$ cat config.mk
export PLATFORM = sky130hd
export DESIGN_NAME = read_return_sequencer_flat
export DESIGN_NICKNAME = d
export VERILOG_FILES = /design/src/rtl/read_return_sequencer_pkg.sv /design/src/rtl/read_return_sequencer_if.sv /design/src/rtl/read_return_sequencer_bc_order_fifo.sv /design/src/rtl/read_return_sequencer.sv /design/src/flat_wrapper.sv
export SDC_FILE = /design/constraint.sdc
export NUM_CORES = 1
export LEC_CHECK = 0
export CAP_MARGIN = 20
export CORE_MARGIN = 2
export CORE_UTILIZATION = 50
export DETAILED_ROUTE_END_ITERATION = 7
export DONT_BUFFER_PORTS = 1
export GPL_TIMING_DRIVEN = 0
export PLACE_DENSITY = 0.68
export REMOVE_ABC_BUFFERS = 1
export SLEW_MARGIN = 15
export SYNTH_ARGS = -nofsm -noshare
export SYNTH_HDL_FRONTEND = slang
export SYNTH_HIERARCHICAL = 1
export SYNTH_SLANG_ARGS = --single-unit
export TNS_END_PERCENT = 10
$ cat constraint.sdc
create_clock -name i_clk -period 3.8 [get_ports i_clk]
set_input_delay 0.76 -clock i_clk [delete_from_list [all_inputs] [get_ports i_clk]]
set_output_delay 0.76 -clock i_clk [all_outputs]
set_load 0.05 [all_outputs]
$ cat src/rtl/read_return_sequencer_pkg.sv
// Shared types and defaults for the read-return sequencer: backend
// controller count, bc id type and default parameter values.
package read_return_sequencer_pkg;

  // Number of backend controllers whose return buffers are sequenced.
  localparam int NUM_BC = 4;

  // Width of a backend controller id.
  localparam int BC_ID_W = 2;

  // Default width of one global-controller read data word.
  localparam int DEFAULT_DATA_W = 32;

  // Default outstanding-read order queue depth (power of 2, >= 2).
  localparam int DEFAULT_ORDER_DEPTH = 16;

  // Default cycles the head read may wait before the watchdog fires.
  localparam int DEFAULT_TIMEOUT_CYC = 1024;

  // Backend controller id carried through the order queue.
  typedef logic [BC_ID_W-1:0] bc_id_t;

endpackage : read_return_sequencer_pkg

$ cat src/rtl/read_return_sequencer_if.sv
// Bundle of the issue log, backend return and core read-data signals of
// the read-return sequencer. The slave modport is the sequencer itself,
// the master modport is the surrounding controller (dispatcher, backend
// return buffers and core).
interface read_return_sequencer_if #(
  parameter int DATA_W = read_return_sequencer_pkg::DEFAULT_DATA_W
) ();
  import read_return_sequencer_pkg::*;

  // Issue log from the dispatcher
  logic              i_issue_valid;
  bc_id_t            i_issue_bc;
  logic              o_order_full;
  logic              o_order_empty;

  // Backend return buffers (first-word-fall-through heads)
  logic [NUM_BC-1:0] i_returned_data_valid;
  logic [DATA_W-1:0] i_returned_data_bc0;
  logic [DATA_W-1:0] i_returned_data_bc1;
  logic [DATA_W-1:0] i_returned_data_bc2;
  logic [DATA_W-1:0] i_returned_data_bc3;
  logic [NUM_BC-1:0] o_backend_controller_ren;

  // In-order read data to the core
  logic              o_read_data_valid;
  logic [DATA_W-1:0] o_read_data;

  // Sticky error flags
  logic              o_overflow_err;
  logic              o_timeout_err;

  modport slave (
    input  i_issue_valid,
    input  i_issue_bc,
    output o_order_full,
    output o_order_empty,
    input  i_returned_data_valid,
    input  i_returned_data_bc0,
    input  i_returned_data_bc1,
    input  i_returned_data_bc2,
    input  i_returned_data_bc3,
    output o_backend_controller_ren,
    output o_read_data_valid,
    output o_read_data,
    output o_overflow_err,
    output o_timeout_err
  );

  modport master (
    output i_issue_valid,
    output i_issue_bc,
    input  o_order_full,
    input  o_order_empty,
    output i_returned_data_valid,
    output i_returned_data_bc0,
    output i_returned_data_bc1,
    output i_returned_data_bc2,
    output i_returned_data_bc3,
    input  o_backend_controller_ren,
    input  o_read_data_valid,
    input  o_read_data,
    input  o_overflow_err,
    input  o_timeout_err
  );

endinterface : read_return_sequencer_if

$ cat src/rtl/read_return_sequencer_bc_order_fifo.sv
// Synchronous FIFO of bc ids recording the issue order of outstanding
// reads. The head entry is visible combinationally so the pop decision
// can be made in the same cycle. Push and pop may happen together; a push
// into a full queue is only taken when the head pops in the same cycle.
// full/empty are registered so they do not depend on this cycle's inputs.
module bc_order_fifo
  import read_return_sequencer_pkg::*;
#(
  parameter int DEPTH = DEFAULT_ORDER_DEPTH
) (
  input  logic   clk,
  input  logic   rst_n,
  input  logic   push,
  input  bc_id_t push_id,
  input  logic   pop,
  output bc_id_t head,
  output logic   full,
  output logic   empty
);

  localparam int PTR_W = $clog2(DEPTH);
  localparam int CNT_W = PTR_W + 1;
  localparam logic [CNT_W-1:0] CNT_MAX = CNT_W'(DEPTH);

  bc_id_t           mem_reg [DEPTH];
  logic [PTR_W-1:0] wr_ptr_reg;
  logic [PTR_W-1:0] rd_ptr_reg;
  logic [CNT_W-1:0] count_reg;
  logic [CNT_W-1:0] count_next;
  logic             full_reg;
  logic             empty_reg;
  logic             do_push;
  logic             do_pop;

  // Guard against misuse: never pop an empty queue, never overwrite a full one.
  assign do_pop  = pop && !empty_reg;
  assign do_push = push && (!full_reg || do_pop);

  // Occupancy after this cycle's push/pop; simultaneous push+pop keeps it.
  always_comb begin
    count_next = count_reg;
    if (do_push && !do_pop) begin
      count_next = count_reg + CNT_W'(1);
    end else if (!do_push && do_pop) begin
      count_next = count_reg - CNT_W'(1);
    end
  end

  // Pointers, occupancy and registered full/empty flags; pointers wrap
  // naturally because DEPTH is a power of 2.
  always_ff @(posedge clk or negedge rst_n) begin
    if (!rst_n) begin
      wr_ptr_reg <= '0;
      rd_ptr_reg <= '0;
      count_reg  <= '0;
      full_reg   <= 1'b0;
      empty_reg  <= 1'b1;
    end else begin
      if (do_push) begin
        wr_ptr_reg <= wr_ptr_reg + PTR_W'(1);
      end
      if (do_pop) begin
        rd_ptr_reg <= rd_ptr_reg + PTR_W'(1);
      end
      count_reg <= count_next;
      full_reg  <= (count_next == CNT_MAX);
      empty_reg <= (count_next == '0);
    end
  end

  // Entry storage; cleared on reset so the head never shows X.
  always_ff @(posedge clk or negedge rst_n) begin
    if (!rst_n) begin
      for (int i = 0; i < DEPTH; i++) begin
        mem_reg[i] <= '0;
      end
    end else if (do_push) begin
      mem_reg[wr_ptr_reg] <= push_id;
    end
  end

  assign head  = mem_reg[rd_ptr_reg];
  assign full  = full_reg;
  assign empty = empty_reg;

endmodule : bc_order_fifo

$ cat src/rtl/read_return_sequencer.sv
// Returns read data from the four backend controllers to the core in
// command-issue order. The order queue holds the bc id of every
// outstanding read; the head bc's return buffer is popped as soon as it
// is non-empty, and the popped word is registered onto o_read_data with a
// one-cycle valid pulse. Returns from non-head controllers wait in their
// own buffers. Also flags order-queue overflow and a stalled head read.
module read_return_sequencer
  import read_return_sequencer_pkg::*;
#(
  parameter int DATA_W      = DEFAULT_DATA_W,
  parameter int ORDER_DEPTH = DEFAULT_ORDER_DEPTH,
  parameter int TIMEOUT_CYC = DEFAULT_TIMEOUT_CYC
) (
  input logic                    i_clk,
  input logic                    i_rst_n,
  read_return_sequencer_if.slave bus
);

  localparam int WAIT_W = $clog2(TIMEOUT_CYC + 1);
  localparam logic [WAIT_W-1:0] WAIT_LIMIT = WAIT_W'(TIMEOUT_CYC);

  bc_id_t            head;
  logic              order_empty;
  logic              order_full;
  logic              pop;
  logic              push;
  logic              drop;
  logic [NUM_BC-1:0] ren;
  logic [DATA_W-1:0] ret_data [NUM_BC];
  logic [DATA_W-1:0] sel_data;

  logic [DATA_W-1:0] read_data_reg;
  logic              read_data_valid_reg;
  logic              overflow_reg;
  logic              timeout_reg;
  logic [WAIT_W-1:0] wait_cnt_reg;
  logic [WAIT_W-1:0] wait_cnt_next;

  assign ret_data[0] = bus.i_returned_data_bc0;
  assign ret_data[1] = bus.i_returned_data_bc1;
  assign ret_data[2] = bus.i_returned_data_bc2;
  assign ret_data[3] = bus.i_returned_data_bc3;

  // Strict in-order: only the head bc can be popped, and only when its
  // return buffer already holds data.
  assign pop  = !order_empty && bus.i_returned_data_valid[head];

  // A full queue still accepts a push in the cycle its head leaves.
  assign push = bus.i_issue_valid && (!order_full || pop);
  assign drop = bus.i_issue_valid && order_full && !pop;

  bc_order_fifo #(
    .DEPTH (ORDER_DEPTH)
  ) u_order_fifo (
    .clk     (i_clk),
    .rst_n   (i_rst_n),
    .push    (push),
    .push_id (bus.i_issue_bc),
    .pop     (pop),
    .head    (head),
    .full    (order_full),
    .empty   (order_empty)
  );

  // One-hot read enable toward the head bc, zero when nothing pops.
  for (genvar gi = 0; gi < NUM_BC; gi++) begin : g_ren
    assign ren[gi] = pop && (head == bc_id_t'(gi));
  end

  assign sel_data = ret_data[head];

  // Watchdog: counts cycles the head read has waited, saturating at the
  // limit; cleared whenever the head pops or nothing is outstanding.
  always_comb begin
    wait_cnt_next = wait_cnt_reg;
    if (pop || order_empty) begin
      wait_cnt_next = '0;
    end else if (wait_cnt_reg != WAIT_LIMIT) begin
      wait_cnt_next = wait_cnt_reg + WAIT_W'(1);
    end
  end

  // Output data register, valid pulse, watchdog counter and sticky errors.
  always_ff @(posedge i_clk or negedge i_rst_n) begin
    if (!i_rst_n) begin
      read_data_reg       <= '0;
      read_data_valid_reg <= 1'b0;
      overflow_reg        <= 1'b0;
      timeout_reg         <= 1'b0;
      wait_cnt_reg        <= '0;
    end else begin
      read_data_valid_reg <= pop;
      if (pop) begin
        read_data_reg <= sel_data;
      end
      if (drop) begin
        overflow_reg <= 1'b1;
      end
      wait_cnt_reg <= wait_cnt_next;
      if (wait_cnt_next == WAIT_LIMIT) begin
        timeout_reg <= 1'b1;
      end
    end
  end

  assign bus.o_order_full             = order_full;
  assign bus.o_order_empty            = order_empty;
  assign bus.o_backend_controller_ren = ren;
  assign bus.o_read_data_valid        = read_data_valid_reg;
  assign bus.o_read_data              = read_data_reg;
  assign bus.o_overflow_err           = overflow_reg;
  assign bus.o_timeout_err            = timeout_reg;

endmodule : read_return_sequencer

$ cat src/flat_wrapper.sv
// flat-port wrapper written by rule: the top's interface ports become plain ports
module read_return_sequencer_flat import read_return_sequencer_pkg::*;
#(
  parameter int DATA_W      = DEFAULT_DATA_W,
  parameter int ORDER_DEPTH = DEFAULT_ORDER_DEPTH,
  parameter int TIMEOUT_CYC = DEFAULT_TIMEOUT_CYC
)
  (i_clk, i_rst_n, bus_i_issue_valid, bus_i_issue_bc, bus_o_order_full, bus_o_order_empty, bus_i_returned_data_valid, bus_i_returned_data_bc0, bus_i_returned_data_bc1, bus_i_returned_data_bc2, bus_i_returned_data_bc3, bus_o_backend_controller_ren, bus_o_read_data_valid, bus_o_read_data, bus_o_overflow_err, bus_o_timeout_err);
  read_return_sequencer_if #(.DATA_W(DATA_W)) bus_i ();
  input logic i_clk;
  input logic i_rst_n;
  input wire logic [$bits(bus_i.i_issue_valid)-1:0] bus_i_issue_valid;
  input wire logic [$bits(bus_i.i_issue_bc)-1:0] bus_i_issue_bc;
  output wire logic [$bits(bus_i.o_order_full)-1:0] bus_o_order_full;
  output wire logic [$bits(bus_i.o_order_empty)-1:0] bus_o_order_empty;
  input wire logic [$bits(bus_i.i_returned_data_valid)-1:0] bus_i_returned_data_valid;
  input wire logic [$bits(bus_i.i_returned_data_bc0)-1:0] bus_i_returned_data_bc0;
  input wire logic [$bits(bus_i.i_returned_data_bc1)-1:0] bus_i_returned_data_bc1;
  input wire logic [$bits(bus_i.i_returned_data_bc2)-1:0] bus_i_returned_data_bc2;
  input wire logic [$bits(bus_i.i_returned_data_bc3)-1:0] bus_i_returned_data_bc3;
  output wire logic [$bits(bus_i.o_backend_controller_ren)-1:0] bus_o_backend_controller_ren;
  output wire logic [$bits(bus_i.o_read_data_valid)-1:0] bus_o_read_data_valid;
  output wire logic [$bits(bus_i.o_read_data)-1:0] bus_o_read_data;
  output wire logic [$bits(bus_i.o_overflow_err)-1:0] bus_o_overflow_err;
  output wire logic [$bits(bus_i.o_timeout_err)-1:0] bus_o_timeout_err;
  assign bus_i.i_issue_valid = bus_i_issue_valid;
  assign bus_i.i_issue_bc = bus_i_issue_bc;
  assign bus_o_order_full = bus_i.o_order_full;
  assign bus_o_order_empty = bus_i.o_order_empty;
  assign bus_i.i_returned_data_valid = bus_i_returned_data_valid;
  assign bus_i.i_returned_data_bc0 = bus_i_returned_data_bc0;
  assign bus_i.i_returned_data_bc1 = bus_i_returned_data_bc1;
  assign bus_i.i_returned_data_bc2 = bus_i_returned_data_bc2;
  assign bus_i.i_returned_data_bc3 = bus_i_returned_data_bc3;
  assign bus_o_backend_controller_ren = bus_i.o_backend_controller_ren;
  assign bus_o_read_data_valid = bus_i.o_read_data_valid;
  assign bus_o_read_data = bus_i.o_read_data;
  assign bus_o_overflow_err = bus_i.o_overflow_err;
  assign bus_o_timeout_err = bus_i.o_timeout_err;
  read_return_sequencer #(.DATA_W(DATA_W), .ORDER_DEPTH(ORDER_DEPTH), .TIMEOUT_CYC(TIMEOUT_CYC)) u_core (.i_clk(i_clk), .i_rst_n(i_rst_n), .bus(bus_i));
endmodule
---- After elaboration in Yosys (flattened, before gate mapping) ----
Index checks and enable logic that the tools add are counted.
word-level totals
  register bits ........................... 93
  bits of input ports ..................... 137
  output and inout port bits .............. 41
  word-level logic and storage cells ...... 83
cells by class
  equal/unequal tests ..................... 6
  order comparisons ....................... 5
  muxes and demuxes ....................... 15
  reductions and logical operators ........ 23
  bitwise gates (word level) .............. 3
  add/sub/neg operators ................... 5
operator list
  kind                                                        count
  binary-select mux 32 bit (select 2 bit)                     1
  two-way mux 32 bit                                          2
  bitwise mux 32 bit                                          1
  two-way mux 11 bit                                          2
  logical AND 1 bit                                           13
  adder 11 x 1 -> 11 bit, second input constant               1
  equality test 11 bit, second input constant                 1
  inequality test 11 bit, second input constant               1
  greater-or-equal comparator 5 bit, second input constant    2
  two-way mux 5 bit                                           2
  NOT 4 -> 5 bit                                              2
  adder 4 x 1 -> 4 bit, second input constant                 2
  binary-select mux 2 bit (select 4 bit)                      1
  demux 2 bit (select 4 bit)                                  1
  two-way mux 2 bit                                           3
  adder 5 x 1 -> 5 bit, second input constant                 1
  equality test 5 bit, second input constant                  1
  zero test 1 bit                                             5
  zero test 5 bit                                             1
  less-than comparator 5 x 1 -> 1 bit, second input constant  1
  subtractor 5 x 1 -> 5 bit, second input constant            1
  equality test 2 bit, second input constant                  2
  greater-or-equal comparator 3 bit, second input constant    1
  logical OR 1 bit                                            3
  other kinds (6)                                             6

---- Longest topological paths before layout ----
Gate-level depths: netlist of the first run.
  depth in word-level cells ............... 15
  mapped depth ............................ 14
  mapped depth without buffers ............ 10

---- Cells and area by module ----
The synthesis of the first run kept the hierarchy.
by module, submodules not included
  module                 area each (um2)  times used  sequential area each (um2)  cells each
  read_return_sequencer  2772.7           1           1151.1                      192
  bc_order_fifo          2341.0           1           1177.4                      167

---- Least setup slack after synthesis of the first run ----
Ideal clock, no wire load.
  path kind ............................... register to output
  from .................................... register u_core.u_order_fifo.rd_ptr_reg[0]
  to ...................................... output port bus_o_backend_controller_ren[2]
  stages on the path, launching flop included .. 10
  path slack .............................. -485 ps
  data arrival time ....................... 3525 ps
  buffers on the path ..................... 4
  required time ........................... 3040 ps
  path through ............................ dfrtp_1 -> buf_6 -> mux4_1 -> mux4_2 -> buf_6 -> mux4_2 -> nand2b_1 -> buf_4 -> buf_6 -> nor3b_1
between the ends
  word-level cells in the longest chain between the ends .. 8
  elaborated cells on any way between the ends .. 9
  classes of those cells .................. eq/ne: 1; mux: 5; bitwise: 1; reduce/logical: 2
ends and longest elaborated chain
  item                                                       RTL line                                   RTL
  start: declaration                                         read_return_sequencer_bc_order_fifo.sv:27  logic [PTR_W-1:0] rd_ptr_reg;
  start signal: assignment                                   read_return_sequencer_bc_order_fifo.sv:63  rd_ptr_reg <= rd_ptr_reg + PTR_W'(1);
  NOT 4 -> 5 bit (not written as such) (*)                   read_return_sequencer_bc_order_fifo.sv:82  assign head = mem_reg[rd_ptr_reg];
  binary-select mux 2 bit (select 4 bit) (*)                 read_return_sequencer_bc_order_fifo.sv:82
  two-way mux 2 bit (not written as such) (*) (2 in series)  read_return_sequencer_bc_order_fifo.sv:82
  named net u_core.head[0]                                   read_return_sequencer.sv:22                bc_id_t head;
  binary-select mux 1 bit (select 2 bit)                     read_return_sequencer.sv:46                assign pop = !order_empty && bus.i_returned_data_valid[head];
  two-way mux 1 bit (not written as such)                    read_return_sequencer.sv:46
  logical AND 1 bit                                          read_return_sequencer.sv:46
  logical AND 1 bit (*)                                      read_return_sequencer.sv:67                assign ren[gi] = pop && (head == bc_id_t'(gi));
  end: declaration                                           flat_wrapper.sv:21                         output wire logic [$bits(bus_i.o_backend_controller_ren)-1:0] bus_o_backend_controller_ren;
The timed path passes the listed nets; every way through them passes the cells marked *. The select of a mux whose other input is x is not followed.

---- Worst setup path after layout of the first run ----
  from .................................... register u_core.u_order_fifo.rd_ptr_reg[0]
  to ...................................... output port bus_o_backend_controller_ren[1]
Same word-level chain as after synthesis.

==> results.cfg, run 1 <==
[routing]
vias_per_cell = 6.33
drt_wl_total_mm = 12.4
drt-initial-drc-count = 251
wl_met3_um = 894
wl_met2_mm = 6.45
avgRoutedWirePerCell_um = 24.6
m1WireLength_mm = 4.70
vias = 3198
dr.pass1.iters = 5
route.detailed.drc = 0
highest_layer = met5
ant_nets = 0

[clock_network]
cts_num_sinks = 93
cts_tree = built
clk_pin_slew_ps = 90
clockBufferDepth = 2
clk_latency_ps = 360
cts_hold_buf = 0
htree_num_levels = 3
root_buffer = clkbuf_8
numCtsBuffers = 9

[timing]
setup_viol = 3
fmax_mhz = 259
final.setup.worst_slack_ps = -55.4
worst_slew_pin_slew_ps = 826
min_period_over_period = 1.01
slew_violations = 0
finalHoldViolations = 0
timing.final.crit_period_ps = 3860
whs_ps = 84.8
slew_headroom = 0.449
grt_setup_unrepaired = yes
fin_skew_ps = 11.1

[die]
initial_core_util = 0.518
rows = 36
die_x_um = 105
io_pins = 178
chipHeight_um = 105
die-area_sq_um = 11100
core_sq_um = 9860

[cells_and_area]
syn_to_final_growth_pct = 9.96
post-route-util = 0.570
layout_commonest_cell = dfrtp_1
most-common-layout-cells = 90 x dfrtp_1, 64 x mux2_2, 40 x mux4_2
layout-drive-gt1-share = 0.417
fin_nets = 513
fin_area_sq_um = 5620
diodes = 0

[placed_design]
hpwl_mm = 8.51
pre_cts_ws_ps = -1020
place_area_sq_um = 5210
gp_congestion = 0.862
io_buffers = 0

[setup_path]
r2r_start = u_core/u_order_fifo/rd_ptr_reg[0]
path_max_fanout = 5
cp-start-kind = flop
rr_endpoint = u_core/u_order_fifo/empty
worst_ep_arrival_time_ps = 3100
required_ps = 3040
r2r_slack_ps = -20
critical_path_class = reg -> out
r2r_cells = 11
cp-end-kind = output port

[global_route]
grt_first_pass_wirelength_mm = 18.6
antenna_found_initial = 2
grt_pass1_vias = 3251
grt_usage = 0.223
grt_overflow = 0
grt_max_degree = 94

[synth]
synthTopCellsByArea = dfrtp_1 45%, mux4_2 17%, mux2_2 14%
synth_top_cell_by_area = dfrtp_1
synth-seq-area-share = 0.455
syn_inst = 359
synth.distinct_cells = 48
avgSynthCellArea_sq_um = 14.2
synth-edff-count = 0
ys_async_sr_fraction = 1.00
yosysTopAreaCellShare = 0.450
ys_seq_elements = 93
synth_ff_type = dfrtp_1
synth.cell_area_sq_um = 5110
yosysWarnings = 6

[hold_path]
hp-class = in -> async

[run_status]
violations = negative setup slack
status = complete, but fails checks

[flow_run]
max_cap_viol_count = 0
==> per-stage QoR <==
step	cells	TNS (ps)
final	505	-127
after floorplan	338	-62640
after global routing	505	-453
after CTS	504	-134
after detailed placement	473	-39810
after global placement	471	-137350
==> cells in the mapped netlist, types with 2 or more instances <==
master and count:
dfrtp_1 92, mux2_2 64, mux4_2 38, nand3_1 17, nor2_1 17, xnor2_1 17
ha_1 9, inv_1 9, clkbuf_1 8, nand2_1 8, nand4_1 8, nor2b_1 7
buf_2 6, buf_6 5, mux4_1 5, nor3_1 4, and3_1 3, nor3b_1 3
a21oi_1 2, nand2b_1 2, nand3b_1 2, nor3b_2 2, nor4_1 2, nor4bb_1 2
o31ai_1 2, or2_1 2, xor2_1 2
==> cell type report <==
class | count | area [sq um]
Fill cell | 779 | 4240
Sequential cell | 93 | 2330
Clock buffer | 10 | 128
Inverter | 9 | 33.8
Tap cell | 133 | 166
Clock inverter | 6 | 70.1
Multi-Input combinational cell | 238 | 2710
Timing Repair Buffer | 16 | 186
==> routing by layer <==
metal,track usage,vias to the layer above
met5,0,-
met4,0.0752,4
met3,0.0749,24
met2,0.390,139
met1,0.255,1651
li1,-,1380
==> worst max-delay path, stage by stage (launching register included) <==
cell and delay, ps:
dfrtp_2 400, buf_12 130, mux4_1 660, mux4_2 530
mux4_2 280, nand2b_4 90, buf_12 150, nor3b_4 490
==> worst max-delay path by stage <==
stage,startpoint,to,slack (ps),cells after the start
floorplan,u_core/u_order_fifo/rd_ptr_reg[0],bus_o_backend_controller_ren[1],-1560,5
global placement,u_core/u_order_fifo/rd_ptr_reg[0],bus_o_backend_controller_ren[1],-2320,5
detailed placement,u_core/u_order_fifo/rd_ptr_reg[0],u_core/u_order_fifo/mem_reg[4],-1020,8
CTS,u_core/u_order_fifo/rd_ptr_reg[0],bus_o_backend_controller_ren[2],-70,7
global route,u_core/u_order_fifo/rd_ptr_reg[0],bus_o_backend_controller_ren[2],-120,7
finish,u_core/u_order_fifo/rd_ptr_reg[0],bus_o_backend_controller_ren[1],-60,7
==> repair_timing <==
action,in CTS,in global routing
gates resized for setup,12,2
setup buffers,13,0
setup endpoints to repair,47,38
pin swaps,1,0
gates cloned,2,1
==> logic make-up (layout without fill, tap and decap cells) <==
family / after synthesis / in the layout / synth area share
mux: 108 / 109 / 0.336
flops: 93 / 93 / 0.455
simple gates: 84 / 84 / 0.0942
buf+inv: 30 / 41 / 0.0316
xor+xnor: 20 / 20 / 0.0357
compound gates: 15 / 16 / 0.0252
fa+ha+maj: 9 / 9 / 0.0220
Power of run 1 is not shown: default switching activity piles up to over one toggle a cycle in this logic, so the estimate is an artifact.
==> inputs of run 2 (changes only) <==
--- a/config.mk
+++ b/config.mk
@@ -12,6 +12,7 @@
 export DONT_BUFFER_PORTS = 1
 export GPL_TIMING_DRIVEN = 0
 export PLACE_DENSITY = 0.68
+export RECOVER_POWER = 100
 export REMOVE_ABC_BUFFERS = 1
 export SLEW_MARGIN = 15
 export SYNTH_ARGS = -nofsm -noshare
==> run 2 against run 1 <==
The flow still finishes with violations (negative setup slack). First-iteration DRC count rose by 6.4%. Critical path type unchanged. Register-to-register slack improved by 30 ps. Critical endpoint unchanged. Wire length did not move. Worst hold slack lost 0.87 ps. Global-route usage unchanged. Sequential share of layout area increased by 0.46 points. Via count down 0.53%. Highest routed layer unchanged. Largest cell class unchanged. Core utilization is 0.62 points lower. Clock-buffer cell count stayed put. Fmax up 0.16%.
==> results.cfg, run 2 (same netlist as run 1, synthesis figures left out) <==
[run_status]
status = complete, but fails checks
violations = negative setup slack

[setup_path]
cp-start-kind = flop
cp-end-kind = output port
critical_path_class = reg -> out
required_ps = 3040
worst_ep_arrival_time_ps = 3090
path_max_fanout = 5

[die]
die-area_sq_um = 11100
io_pins = 178
die_x_um = 105
initial_core_util = 0.518
chipHeight_um = 105
rows = 36
core_sq_um = 9860

[clock_network]
cts_tree = built
htree_num_levels = 3
cts_num_sinks = 93
root_buffer = clkbuf_8
numCtsBuffers = 9
cts_hold_buf = 0
clockBufferDepth = 2
clk_latency_ps = 360
clk_pin_slew_ps = 90

[routing]
avgRoutedWirePerCell_um = 24.6
vias_per_cell = 6.30
ant_nets = 0
dr.pass1.iters = 5
drt_wl_total_mm = 12.4
drt-initial-drc-count = 267
route.detailed.drc = 0
vias = 3181

[cells_and_area]
layout-drive-gt1-share = 0.398
layout_commonest_cell = dfrtp_1
fin_area_sq_um = 5560
diodes = 0
syn_to_final_growth_pct = 8.76
fin_nets = 513
most-common-layout-cells = 90 x dfrtp_1, 64 x mux2_2, 40 x mux4_2

[placed_design]
io_buffers = 0
hpwl_mm = 8.51
gp_congestion = 0.862
place_area_sq_um = 5210

[global_route]
grt_usage = 0.223
grt_first_pass_wirelength_mm = 18.6
grt_pass1_vias = 3251
grt_max_degree = 94
antenna_found_initial = 2
grt_overflow = 0

[timing]
min_period_over_period = 1.01
fin_skew_ps = 11.1
slew_headroom = 0.441
grt_setup_unrepaired = yes
setup_viol = 2
worst_slew_pin_slew_ps = 838
final.setup.worst_slack_ps = -49.3
slew_violations = 0
fmax_mhz = 260
timing.final.crit_period_ps = 3850
finalHoldViolations = 0

[hold_path]
hp-class = in -> async

[flow_run]
max_cap_viol_count = 0
run 2: timing repair:
action	CTS	global route
pin swaps	1	0
buffers inserted	13	0
gates cloned	2	1
resized for setup	12	2
setup endpoints to repair	47	38
run 2: per-stage QoR:
| stage | hold slack, ps | setup slack, ps | instances | util | TNS, ps |
|---|---|---|---|---|---|
| final | 83.9 | -49.3 | 505 | 0.564 | -98.5 |
| after global routing | 51.6 | -121 | 505 | 0.564 | -868 |
| after CTS | 62.2 | -68.3 | 504 | 0.569 | -134 |
| after detailed placement | 467 | -1020 | 473 | 0.528 | -39810 |
| after global placement | 468 | -2320 | 471 | 0.522 | -137350 |
| after floorplan | 464 | -1560 | 338 | - | -62640 |
run 2: worst paths after layout:
kind                                                        start                           endpoint  slack [ps]  depth (start not counted)
min in group i_clk                u_core/u_order_fifo/mem_reg[15]    u_core/u_order_fifo/mem_reg[15]         510                          1
max in group asynchronous                                 i_rst_n          u_core/u_order_fifo/empty        3530                          0
worst max-delay path            u_core/u_order_fifo/rd_ptr_reg[0]    bus_o_backend_controller_ren[1]         -50                          7
worst max register to register  u_core/u_order_fifo/rd_ptr_reg[0]          u_core/u_order_fifo/empty          10                         11
worst min-delay path                                      i_rst_n  u_core/u_order_fifo/wr_ptr_reg[0]          80                          0
worst min register to register    u_core/u_order_fifo/mem_reg[15]    u_core/u_order_fifo/mem_reg[15]         510                          1
run 2: layout make-up:
class / count / area, sq um
clock buffer: 10 / 128
clock inverter: 6 / 70.1
fill: 791 / 4300
inverter: 9 / 33.8
multi-input combinational: 238 / 2690
sequential: 93 / 2330
tap: 133 / 166
timing repair buffer: 16 / 143
run 2: layer usage:
layer | up-vias | GRT usage | wire length, um
met4 | 4 | 0.0752 | 317
met5 | - | 0 | 27
li1 | 1380 | - | -
met3 | 22 | 0.0749 | 895
met2 | 142 | 0.390 | 6440
met1 | 1633 | 0.255 | 4720
run 2: worst max-delay path: stages (launching register included):
cell and delay, ps:
dfrtp_2 400, buf_12 130, mux4_2 530, mux4_2 530, mux4_2 400, nand2b_4 90, buf_12 150, nor3b_4 490
Power of run 2 is left out for the same reason.
